File: config.mk
export PLATFORM = sky130hd
export DESIGN_NAME = mux4_1
export DESIGN_NICKNAME = d
export VERILOG_FILES = /design/src/rtl/mux_pkg.sv /design/src/rtl/mux4_1_comb.sv /design/src/rtl/mux4_1.sv
export SDC_FILE = /design/constraint.sdc
export NUM_CORES = 1
export LEC_CHECK = 0
export CORE_AREA = 2 2 39 41
export DETAILED_ROUTE_END_ITERATION = 10
export DIE_AREA = 0 0 41 43
export GPL_TIMING_DRIVEN = 0
export PLACE_DENSITY = 0.66
export SLEW_MARGIN = 20
export SYNTH_ARGS = -nofsm -noshare
export SYNTH_HDL_FRONTEND = slang
export SYNTH_HIERARCHICAL = 1
export SYNTH_SLANG_ARGS = --single-unit
File: constraint.sdc
create_clock -name clk -period 2.19 [get_ports clk]
set_input_delay 0.438 -clock clk [delete_from_list [all_inputs] [get_ports clk]]
set_output_delay 0.438 -clock clk [all_outputs]
set_load 0.05 [all_outputs]
File: src/rtl/mux_pkg.sv
// Shared constants for the registered 4:1 mux used in the PWM / LED-dimmer path.
// Holds the default data width and the select code encoding.
package mux_pkg;

  localparam int DEFAULT_WIDTH = 4;

  localparam logic [1:0] SEL_IN1 = 2'b00;
  localparam logic [1:0] SEL_IN2 = 2'b01;
  localparam logic [1:0] SEL_IN3 = 2'b10;
  localparam logic [1:0] SEL_IN4 = 2'b11;

endpackage

File: src/rtl/mux4_1_comb.sv
// Purely combinational 4:1 selector, WIDTH bits per source.
// Ports: input1..input4 (data), select (code), y (selected data).
module mux4_1_comb
  import mux_pkg::*;
#(
  parameter int WIDTH = DEFAULT_WIDTH
) (
  input  logic [WIDTH-1:0] input1,
  input  logic [WIDTH-1:0] input2,
  input  logic [WIDTH-1:0] input3,
  input  logic [WIDTH-1:0] input4,
  input  logic [1:0]       select,
  output logic [WIDTH-1:0] y
);

  // All four codes are legal, so the case is full without a default.
  always_comb begin
    y = input1;
    unique case (select)
      SEL_IN1: y = input1;
      SEL_IN2: y = input2;
      SEL_IN3: y = input3;
      SEL_IN4: y = input4;
    endcase
  end

endmodule

File: src/rtl/mux4_1.sv
// Registered 4:1 mux choosing a PWM duty / brightness level.
// Ports: clk, rst (sync, active-high), en, input1..4, select -> selected_out, sel_q, out_valid.
module mux4_1
  import mux_pkg::*;
#(
  parameter int WIDTH = DEFAULT_WIDTH
) (
  input  logic             clk,
  input  logic             rst,
  input  logic             en,
  input  logic [WIDTH-1:0] input1,
  input  logic [WIDTH-1:0] input2,
  input  logic [WIDTH-1:0] input3,
  input  logic [WIDTH-1:0] input4,
  input  logic [1:0]       select,
  output logic [WIDTH-1:0] selected_out,
  output logic [1:0]       sel_q,
  output logic             out_valid
);

  logic [WIDTH-1:0] mux_y;

  logic [WIDTH-1:0] out_d, out_q;
  logic [1:0]       code_d, code_q;
  logic             valid_d, valid_q;

  mux4_1_comb #(
    .WIDTH (WIDTH)
  ) u_comb (
    .input1 (input1),
    .input2 (input2),
    .input3 (input3),
    .input4 (input4),
    .select (select),
    .y      (mux_y)
  );

  // Hold by default; a load captures data and the code that chose it.
  always_comb begin
    out_d   = out_q;
    code_d  = code_q;
    valid_d = valid_q;
    if (en) begin
      out_d   = mux_y;
      code_d  = select;
      valid_d = 1'b1;
    end
  end

  // Reset wins over en on the same edge.
  always_ff @(posedge clk) begin
    if (rst) begin
      out_q   <= '0;
      code_q  <= SEL_IN1;
      valid_q <= 1'b0;
    end else begin
      out_q   <= out_d;
      code_q  <= code_d;
      valid_q <= valid_d;
    end
  end

  assign selected_out = out_q;
  assign sel_q        = code_q;
  assign out_valid    = valid_q;

endmodule

Word level (Yosys, flattened, before mapping)
Cells that the tools add are included.
Cells by class
  add/subtract/negate cells: 0
  multiply operators: 0
  divide/modulo/power cells: 0
  magnitude comparators: 0
  eq/ne operators: 3
  shift-type cells: 0
  mux-type cells: 1
  bitwise operators: 0
  reduce and logical (&&, ||, !) cells: 1
Operator list (number)
  4-bit one-hot mux with 4 select lines: 1
  2-bit equality test (second input constant): 2
  2-bit by 1-bit equality test with 1-bit output (second input constant): 1
  2-bit logical NOT: 1
Storage, ports and cells
  bits in registers: 7
  bits in latches: 0
  bits in writable memories: 0
  memory bits (read-only): 0
  output and inout port bits: 7
  logic and storage cells: 8
  memories kept: 0

Logic depth before layout (Yosys ltp)
  depth after elaboration: 2
  gate-level depth with buffers: 3
  mapped depth without buffers: 3

Modules after synthesis
Netlist, hierarchy kept.
Modules (own cells, without submodules)
  mux4_1: times used 1, cells an instance 22, area each 241.5 sq um, sequential area each 140.1 sq um
  mux4_1_comb: times used 1, cells an instance 4, area each 105.1 sq um, sequential area each 0.0 sq um

Worst setup path after synthesis
OpenSTA, ideal clock, no wires.
  path kind: in2reg
  from: in select[0]
  to: reg out_q[0] (netlist: selected_out[0])
  arrival time: 1.125 ns
  setup slack: 0.950 ns
  stages on the path: 3
  buffers on the path: 0
  cells stage by stage: mux4_1 mux2i_1 nor2_1
Between the ends
  word-level cells in the longest chain between the ends: 2
Ends and longest elaborated chain
  from (decl): RTL line mux4_1.sv:15  | input logic [1:0] select,
  2-bit equality test (tied with other cells): RTL line mux4_1_comb.sv:19  | unique case (select)
  4-bit one-hot mux with 4 select lines (*): RTL line mux4_1_comb.sv:19
  to (signal assigned): RTL line mux4_1.sv:57  | out_q <= out_d;
  to (decl): RTL line mux4_1.sv:23  | logic [WIDTH-1:0] out_d, out_q;
Mark *: on every way between the ends. The rest lies on a longest branch, timed or not.
A chain may end at the register's enable or synchronous reset.

Worst setup path in the final report
  from: reg code_q[0] (netlist: sel_q[0])
  to: out sel_q[0]
RTL lines
  from (decl): RTL line mux4_1.sv:24  | logic [1:0] code_d, code_q;
  from (signal assigned): RTL line mux4_1.sv:58  | code_q <= code_d;
  to (decl): RTL line mux4_1.sv:17  | output logic [1:0] sel_q,
No word-level cell between the ends.

==> impl_results.md <==
- Status: completed
- Worst path slowest cell: clkdlybuf4s50_1
- Pre-CTS setup slack: 0.208 ns
- Slew margin rel.: 0.661
- Post-Syn Nets: 47
- Final HPWL DP: 670 µm
- Largest net degree at the start of global routing: 8
- Post-route ant nets: 0
- Worst-margin pin slew: 0.508 ns
- Synth top area share: 0.404
- Mean Syn Cell Area: 13.3 µm²
- Gr ovfl total: 0
- Detail-routed via count per cell: 4.44
- M3 GR Usage: 0.0576
- Worst Setup Path Type: flop to output pin
- Top post-synthesis cells by area: dfxtp_1 (40%), mux4_1 (30%), mux2i_1 (17%)
- Worst Path Max Fanout: 2
- Fraction of layout cells with a size suffix above 1: 0.0714
- Skew final: 0 ns
- Biggest area consumer among synthesized cells: dfxtp_1
- FF/Latch Area: 140 µm²
- Clock Latency Late Sink: 0.25 ns
- Async set-reset flop share out of synthesis: 0
- Final Slew Violations: 0
- Flops & latches, synth: 7
- Row Count: 14
- Delay-heaviest family, CP: buffers and inverters
- RSZ-0062 raised after global routing: no
- Max_cap viols: 0
- Layout Nets: 78
- P&R area growth vs syn: 88.4%
- Port bufs: 26
- Setup Fix Bufs, Post-CTS: 0
- Internal Power: 270 µW
- Post-Synthesis Cell Area: 347 µm²
- CP arrival: 1.39 ns
- Crit path required time: 1.75 ns
- Hold Vio Cnt, Final: 0
- Htree depth: 1
- WL/cell: 11.5 µm
- Yosys warns: 6
- Post-CTS resize count: 0
- Sequential Power Share: 0.378
- Most Crowded Layer GR: met2
- Die Height: 43 µm
- CP peak stage delay: 0.82 ns
- Clk root buf: clkbuf_4
- EDFF count, synth: 0
- Worst setup SP type: flop
- CP Capture Type: output pin
- Max VDD drop: 0.298 mV
- Area of the multi-input gates: 195 µm²
- Worst-case reg-to-reg path depth: 2
- Via count: 320
- Initial antenna violation count: 0
- Gpl congestion: 0.643
- Num CTS Buffers: 3
- Leak Pwr: 0.000270 µW
- DR iter-0 viols: 1
- Post-synth top cells: nor2_1 (8), dfxtp_1 (7), mux2i_1 (6)
- Core area: 1380 µm²
- Met2 GRT Util: 0.166
- Worst Path Buf+Inv: 1
- TritonRoute pass-1 iters: 3
- Setup-failing EPs final: 0
- CP Depth: 1
- Most frequent cell after synthesis: nor2_1
- Net Sw Frac: 0.277
- P_sw: 104 µW
- Clock power frac: 0.310
- Yosys cell types: 5
- Boundary Pins: 28
- Vias in the first global route: 359
- PwrDens: 572 nW/µm²
- Count of filler cells inserted in the layout: 125
- Hold path cells: 3
- Die area: 1760 µm²
- # DRC: 0
- Die width: 41 µm
- Fin crit period: 1.83 ns
- Crit path cell chain: clkdlybuf4s50_1
- Final setup TNS: 0 ns
- Sink Count: 7
- M1 GR Usage: 0.146
- Starting Density: 0.250
- CTS Hold Bufs: 0
- First-pass GRT wire length: 1370 µm
- CTS tree: done
- Ys flop type: dfxtp_1
- Final worst setup slack: 0.359 ns
- Fmax: 546 MHz
- Clock Tree Buf Depth: 2
- Clock slew at reported path FFs: 0.06 ns
- HP Class: input pin to flop
- Antenna fix cells: 0
- Mapped Cells: 26
- Final period utilization: 0.836
- GRT Util Overall: 0.116
- WL final: 825 µm
- Combinational Power Share: 0.313
- Sequential area share after synthesis: 0.404
path summary, 6_finish.rpt:
| path | to | slack (ns) | start |
|---|---|---|---|
| min | out_valid$_SDFFE_PP0P_ | 0.46 | en |
| min reg2reg | out_valid$_SDFFE_PP0P_ | 0.46 | out_valid$_SDFFE_PP0P_ |
| max reg2reg | sel_q[1]$_SDFFE_PP0P_ | 1.59 | sel_q[1]$_SDFFE_PP0P_ |
| max | sel_q[0] | 0.36 | sel_q[0]$_SDFFE_PP0P_ |
through the flow:
| stage | total power, µW | std cells | cell area (µm²) | util | hold WS (ns) |
|---|---|---|---|---|---|
| floorplan | 203 | 26 | 347 | - | 0.510 |
| CTS | 379 | 72 | 653 | 0.472 | 0.463 |
| finish | 374 | 72 | 653 | 0.472 | 0.462 |
| global route | 399 | 72 | 653 | 0.472 | 0.482 |
| global placement | 260 | 68 | 627 | 0.453 | 0.447 |
| detailed placement | 262 | 68 | 627 | 0.453 | 0.456 |
kinds of logic (layout without fill, tap and decap cells):
family / count (synthesis) / count (layout) / share of synthesized area
DFF: 7 / 7 / 0.404
buffers and inverters: 1 / 31 / 0.0325
muxes: 10 / 10 / 0.477
and+or+nand+nor: 8 / 8 / 0.0866
final cells by class:
class | count | share of cell area
clock buffers | 4 | 0.0402
plain buffers | 1 | 0.0172
well taps | 16 | 0.0307
multi-input cells | 18 | 0.299
flip-flops and latches | 7 | 0.215
repair buffers | 26 | 0.398
sequential cells by signal (all words and copies together), names as in the netlist:
name / cells
selected_out: 4
out_valid: 1
sel_q: 2
power by group through the flow:
stage | clock (µW) | combinational [µW] | sequential (µW)
3_5_place_dp | 0 | 118 | 144
6_report | 116 | 117 | 141
5_1_grt | 133 | 124 | 142
2_1_floorplan | 0 | 27.9 | 175
3_3_place_gp | 0 | 117 | 144
4_1_cts | 120 | 118 | 141
routing by layer:
metal,up-vias,share of wire
met5,-,0
met4,0,0
met3,0,0.092
met2,17,0.47
met1,144,0.43
li1,159,-
cells in the final DEF, fill, tap and decap left out:
| cell type | netlist | routed |
|---|---|---|
| buf_6 | 1 | 1 |
| clkbuf_1 | 0 | 1 |
| clkbuf_4 | 0 | 3 |
| clkdlybuf4s50_1 | 0 | 26 |
| dfxtp_1 | 7 | 7 |
| mux2i_1 | 6 | 6 |
| mux4_1 | 4 | 4 |
| nor2_1 | 8 | 8 |
No activity file was read; power rests on OpenSTA's default activity.
